### src/rtl/bp_pkg.sv
// Shared types, widths and counter encodings for the fetch branch predictor.
package bp_pkg;

  localparam int BP_XLEN     = 32;
  localparam int BP_ENTRIES  = 16;
  localparam int BP_CTR_BITS = 2;

  function automatic int idx_w(input int entries);
    return $clog2(entries);
  endfunction

  function automatic int tag_w(input int xlen, input int entries);
    return xlen - $clog2(entries) - 2;
  endfunction

  function automatic int ctr_weak_t(input int w);
    return 1 << (w - 1);
  endfunction

  function automatic int ctr_weak_nt(input int w);
    return (1 << (w - 1)) - 1;
  endfunction

  function automatic int ctr_max(input int w);
    return (1 << w) - 1;
  endfunction

  localparam logic [BP_CTR_BITS-1:0] CTR_WEAK_T  = BP_CTR_BITS'(ctr_weak_t(BP_CTR_BITS));
  localparam logic [BP_CTR_BITS-1:0] CTR_WEAK_NT = BP_CTR_BITS'(ctr_weak_nt(BP_CTR_BITS));
  localparam logic [BP_CTR_BITS-1:0] CTR_MAX     = BP_CTR_BITS'(ctr_max(BP_CTR_BITS));

  // Full entry layout for the default geometry (trace/debug views use this).
  typedef struct packed {
    logic                                     valid;
    logic [tag_w(BP_XLEN, BP_ENTRIES)-1:0]    tag;
    logic [BP_XLEN-1:0]                       target;
    logic [BP_CTR_BITS-1:0]                   ctr;
  } btb_entry_t;

endpackage

### src/rtl/sat_counter.sv
// Saturating up/down counter with synchronous clear and load.
module sat_counter #(
  parameter int            W       = 2,
  parameter logic [W-1:0]  RST_VAL = '0
) (
  input  logic          clk,
  input  logic          rst,
  input  logic          clr,
  input  logic          load,
  input  logic [W-1:0]  load_val,
  input  logic          inc,
  input  logic          dec,
  output logic [W-1:0]  q
);

  logic [W-1:0] cnt_q, cnt_d;

  // clr beats load beats inc/dec; simultaneous inc and dec cancel.
  always_comb begin
    cnt_d = cnt_q;
    if (clr)                                  cnt_d = '0;
    else if (load)                            cnt_d = load_val;
    else if (inc && !dec && (cnt_q != '1))    cnt_d = cnt_q + W'(1);
    else if (dec && !inc && (cnt_q != '0))    cnt_d = cnt_q - W'(1);
  end

  always_ff @(posedge clk or posedge rst) begin
    if (rst) cnt_q <= RST_VAL;
    else     cnt_q <= cnt_d;
  end

  assign q = cnt_q;

endmodule

### src/rtl/branch_predictor.sv
// Direct-mapped BTB with per-entry direction counters, Execute-stage
// mispredict/redirect generation, and saturating performance counters.
module branch_predictor
  import bp_pkg::*;
#(
  parameter int XLEN     = 32,
  parameter int ENTRIES  = 16,
  parameter int CTR_BITS = 2,
  parameter int CNT_W    = 32
) (
  input  logic             clk,
  input  logic             rst,
  input  logic [XLEN-1:0]  i_pcF,
  output logic             o_PredTakenF,
  output logic [XLEN-1:0]  o_PredPcF,
  input  logic             i_UpdateE,
  input  logic             i_IsJumpE,
  input  logic [XLEN-1:0]  i_pcE,
  input  logic             i_TakenE,
  input  logic [XLEN-1:0]  i_TargetE,
  input  logic             i_PredTakenE,
  input  logic [XLEN-1:0]  i_PredPcE,
  output logic             o_MispredictE,
  output logic [XLEN-1:0]  o_RedirectPcE,
  input  logic             i_CntClr,
  output logic [CNT_W-1:0] o_BranchCnt,
  output logic [CNT_W-1:0] o_MispredCnt
);

  localparam int IDX  = idx_w(ENTRIES);
  localparam int TAGW = tag_w(XLEN, ENTRIES);
  localparam logic [CTR_BITS-1:0] WEAK_T  = CTR_BITS'(ctr_weak_t(CTR_BITS));
  localparam logic [CTR_BITS-1:0] WEAK_NT = CTR_BITS'(ctr_weak_nt(CTR_BITS));
  localparam logic [CTR_BITS-1:0] CMAX    = CTR_BITS'(ctr_max(CTR_BITS));

  typedef struct packed {
    logic            valid;
    logic [TAGW-1:0] tag;
    logic [XLEN-1:0] target;
  } meta_t;

  meta_t meta_q [ENTRIES];
  meta_t meta_d [ENTRIES];

  logic [ENTRIES-1:0][CTR_BITS-1:0] ctr;
  logic [ENTRIES-1:0]               ctr_load, ctr_inc, ctr_dec;
  logic [CTR_BITS-1:0]              ctr_load_val;

  logic [IDX-1:0]  idx_f, idx_e;
  logic [TAGW-1:0] tag_f, tag_e;
  logic            hit_f, hit_e;

  assign idx_f = i_pcF[IDX+1:2];
  assign tag_f = i_pcF[XLEN-1:IDX+2];
  assign idx_e = i_pcE[IDX+1:2];
  assign tag_e = i_pcE[XLEN-1:IDX+2];

  // Lookup reads registered state only, so a same-cycle update is not bypassed.
  assign hit_f         = meta_q[idx_f].valid && (meta_q[idx_f].tag == tag_f);
  assign o_PredTakenF  = hit_f && ctr[idx_f][CTR_BITS-1];
  assign o_PredPcF     = o_PredTakenF ? meta_q[idx_f].target : i_pcF + XLEN'(4);

  assign hit_e         = meta_q[idx_e].valid && (meta_q[idx_e].tag == tag_e);
  assign o_MispredictE = i_UpdateE && (i_TakenE ? (i_PredPcE != i_TargetE) : i_PredTakenE);
  assign o_RedirectPcE = i_TakenE ? i_TargetE : i_pcE + XLEN'(4);

  always_comb begin
    meta_d       = meta_q;
    ctr_load     = '0;
    ctr_inc      = '0;
    ctr_dec      = '0;
    ctr_load_val = WEAK_T;
    if (i_UpdateE) begin
      if (i_IsJumpE && i_TakenE) begin
        meta_d[idx_e]   = '{valid: 1'b1, tag: tag_e, target: i_TargetE};
        ctr_load[idx_e] = 1'b1;
        ctr_load_val    = CMAX;
      end else if (i_TakenE) begin
        if (hit_e) begin
          meta_d[idx_e].target = i_TargetE;
          ctr_inc[idx_e]       = 1'b1;
        end else begin
          meta_d[idx_e]   = '{valid: 1'b1, tag: tag_e, target: i_TargetE};
          ctr_load[idx_e] = 1'b1;
        end
      end else if (hit_e) begin
        // Not-taken misses are deliberately not allocated.
        ctr_dec[idx_e] = 1'b1;
      end
    end
  end

  always_ff @(posedge clk or posedge rst) begin
    if (rst) begin
      for (int i = 0; i < ENTRIES; i++) meta_q[i] <= '0;
    end else begin
      for (int i = 0; i < ENTRIES; i++) meta_q[i] <= meta_d[i];
    end
  end

  for (genvar e = 0; e < ENTRIES; e++) begin : g_ctr
    sat_counter #(.W(CTR_BITS), .RST_VAL(WEAK_NT)) u_ctr (
      .clk      (clk),
      .rst      (rst),
      .clr      (1'b0),
      .load     (ctr_load[e]),
      .load_val (ctr_load_val),
      .inc      (ctr_inc[e]),
      .dec      (ctr_dec[e]),
      .q        (ctr[e])
    );
  end

  sat_counter #(.W(CNT_W)) u_branch_cnt (
    .clk      (clk),
    .rst      (rst),
    .clr      (i_CntClr),
    .load     (1'b0),
    .load_val ({CNT_W{1'b0}}),
    .inc      (i_UpdateE),
    .dec      (1'b0),
    .q        (o_BranchCnt)
  );

  sat_counter #(.W(CNT_W)) u_mispred_cnt (
    .clk      (clk),
    .rst      (rst),
    .clr      (i_CntClr),
    .load     (1'b0),
    .load_val ({CNT_W{1'b0}}),
    .inc      (o_MispredictE),
    .dec      (1'b0),
    .q        (o_MispredCnt)
  );

endmodule

### config.mk
export PLATFORM = sky130hd
export DESIGN_NAME = branch_predictor
export DESIGN_NICKNAME = d
export VERILOG_FILES = /design/src/rtl/bp_pkg.sv /design/src/rtl/sat_counter.sv /design/src/rtl/branch_predictor.sv
export SDC_FILE = /design/constraint.sdc
export NUM_CORES = 2
export LEC_CHECK = 0
export ABC_AREA = 0
export BUFFER_PORTS_ARGS = -buffer_cell sky130_fd_sc_hd__clkbuf_2
export CORE_MARGIN = 3
export CORE_UTILIZATION = 40
export CTS_CLUSTER_DIAMETER = 120
export DETAILED_ROUTE_END_ITERATION = 6
export PLACE_DENSITY = 0.59
export SYNTH_ARGS = -nofsm -noshare
export SYNTH_HDL_FRONTEND = slang
export SYNTH_HIERARCHICAL = 1
export SYNTH_SLANG_ARGS = --single-unit
### constraint.sdc
create_clock -name clk -period 41.1 [get_ports clk]
set_input_delay 8.22 -clock clk [delete_from_list [all_inputs] [get_ports clk]]
set_output_delay 8.22 -clock clk [all_outputs]
set_load 0.02 [all_outputs]
==> impl_metrics.toml <==
[status]
status = "completed"

[synthesis]
synth_cell_type_count = 99
syn-instance-count = 4717
yosys_warnings = 6
synth_edf_count = 0
synthFlopType = "dfrtp_1"
synth.cell_area_mm2 = 0.06054
ys_ff_latch = 1040
yosysSeqAreaShare_pct = 43.02
syn_avg_cell_area_um2 = 12.84
async_reset_ff_share_pct = 100.0

[die]
die_area_mm2 = 0.1561
fp.dieW_um = 395.1
dieHeight_um = 395.1
io_pins = 265
core-area_mm2 = 0.1501
start_util_pct = 40.33
num_rows = 142

[clock_tree]
h-tree-depth = 3
insertion_delay_ns = 0.79
hold_buffers = 0
root_buffer = "clkbuf_16"
cts_sinks = 1040
cts_tree = "yes"
cts_setup_buffers = 0
path_clk_slew_ns = 0.06
numCtsBuffers = 117
ctsResizeCount = 0
clockBufferDepth = 3

[critical_path]
end_kind = "output port"
startpoint = "i_pcF[2]"
cp_max_fo = 65
startpoint_type = "input pin"
worstReg2RegStart = "meta_q[761]"
arrival_ns = 13.28
critPathRequiredTime_ns = 32.88
crit_type = "in -> out"

[routing]
drtIter0Drc = 3890
avgViaCountPerCell = 5.996
drc = 0
first_pass_iters = 6
postRouteAntennaNets = 0
avgRoutedWirePerCell_um = 29.16
wirelength_um = 206200
dr_total_vias = 42400

[finish]
drive_gt1_share_pct = 39.36
areaGrowthSynthToFinish_pct = 12.26
stdcell_area_mm2 = 0.06797
fillers = 13670
finalNonFillerCells = 7072
nets = 5151

[power]
power_density_mw_per_mm2 = 47.76
ir_worst_vdd_mv = 0.03472
power_mw = 3.246
power_leakage_nw = 29.82

[placement]
globalplace.congestion = 0.9853
dp.cells = 6846
dpl_cell_area_mm2 = 0.06379
dp.final_hpwl_um = 133900
io_buffers = 264

[grt]
antenna_found_initial = 24
grt_max_degree = 176
grt_pass1_vias = 42260
grt_pass1_wl_um = 301300
grtUsageTotal_pct = 26.02
grt_remaining_overflow = 0

[sta]
final.min_clock_period_ns = 21.50
tns_ns = 0
finClkSkew_ns = 0.09215
final_hold_viol_count = 0
grt_setup_unrepaired = "false"
holdWs_ns = 0.4872
tightest_slew_ns = 1.412
timing.fmax_mhz = 46.51
maxSlewViolCount = 0
setup_viol = 0
period_share_pct = 52.32
relSlewSlack_pct = 4.869

[run]
maxCapViolCount = 0

[worst_hold_path]
min_from = "meta_q[589]"
hp-class = "reg -> reg"
## area by class of cell
class                      count  area [um^2]  area share, %
inverter                      86        330.3         0.4860
clock buffer                 165         3358          4.941
multi-input combinational   3357        32850          48.34
tap                         2016         2522          3.711
timing repair buffer         347         2037          2.997
clock inverter                51        795.8          1.171
sequential                  1040        26050          38.32
antenna                       10        25.02        0.03682
## final timing paths
kind	to	slack [ns]	cells past startpoint
setup reg to reg	g_ctr[8].u_ctr/q[0]	36.19	11
setup / recovery	o_PredPcF[26]	19.60	13
max in group asynchronous	asynchronous set/reset pin	29.14	6
hold reg to reg	meta_q[589]	0.49	1
min in group asynchronous	g_ctr[13].u_ctr/q[1]	7.72	2
hold / removal	meta_q[589]	0.49	1
## power breakdown
| part | total (mW) | switching, mW | internal [mW] |
|---|---|---|---|
| registers | 1.36 | 0.140 | 1.22 |
| clock network | 1.13 | 0.467 | 0.661 |
| logic | 0.759 | 0.364 | 0.395 |
## cells in the final DEF, fill, tap and decap left out, types with 19 or more instances in the layout
cell type  count
clkbuf_1      23
and2_1        25
mux2i_1      160
conb_1       162
nand3b_1      37
o21ai_0      119
xnor2_1      126
and3_1        35
nand4_1       62
nand2_1      267
nand2b_1      38
mux2_4       182
mux2_2       804
or4_1         20
nor2_2        21
a22oi_1       45
nor2_1       161
xor2_1        57
nor4_1        30
dfrtp_1     1024
a21o_1        19
nor3_1        28
a211oi_1      22
inv_1         81
nand3_1       63
a31oi_1       25
clkbuf_8      26
ha_1          65
a21oi_1      118
clkinv_2      23
clkbuf_2     256
mux4_2       323
buf_4         82
clkbuf_16    117
## routing by layer
metal / GRT usage, % / share of wire [%]
met1: 36.21 / 43
met2: 39.77 / 45
met3: 6.698 / 8.4
met4: 8.271 / 3.3
met5: 0 / 0.058
## Yosys cell counts, types with 83 or more instances
| cell type | number | area share (%) |
|---|---|---|
| nor2_1 | 163 | 1.0 |
| o21ai_0 | 119 | 0.98 |
| nand2_1 | 274 | 1.7 |
| xnor2_1 | 126 | 1.8 |
| clkbuf_1 | 233 | 1.4 |
| mux2_4 | 182 | 4.5 |
| mux4_2 | 323 | 12 |
| mux2i_1 | 160 | 2.6 |
| mux2_2 | 804 | 15 |
| a21oi_1 | 118 | 0.98 |
| inv_1 | 83 | 0.51 |
| dfrtp_1 | 1024 | 42 |
## logic make-up after synthesis
| kind of cell | count (synthesis) | synth area share, % |
|---|---|---|
| multiplexers | 1474 | 34.34 |
| flip-flops | 1040 | 43.02 |
| AND/OR/NAND/NOR | 892 | 7.766 |
| AO/OA/AOI/OAI | 579 | 6.960 |
| buffers and inverters | 480 | 3.842 |
| XOR/XNOR | 183 | 2.647 |
| adder cells (fa/ha/maj) | 67 | 1.409 |
| other | 2 | 0.01240 |
## critical path, cell delays in order
cell and delay, ns:
buf_8 0.56, buf_4 0.82, nor2b_1 0.68, a22oi_1 0.16
o21ai_0 0.24, o22a_1 0.23, nand3_1 0.07, o22ai_1 0.28
or4bb_1 0.58, nor4_4 0.15, buf_4 0.64, mux2_2 0.42
clkbuf_2 0.16
## metrics by stage
step | utilization (%) | setup slack (ns)
6_report | 45.27 | 19.60
4_1_cts | 45.25 | 19.59
5_1_grt | 45.26 | 19.34
3_3_place_gp | 42.49 | 19.68
3_5_place_dp | 42.49 | 19.61
2_1_floorplan | - | 6.332
Power figures use the tool's default switching activity.
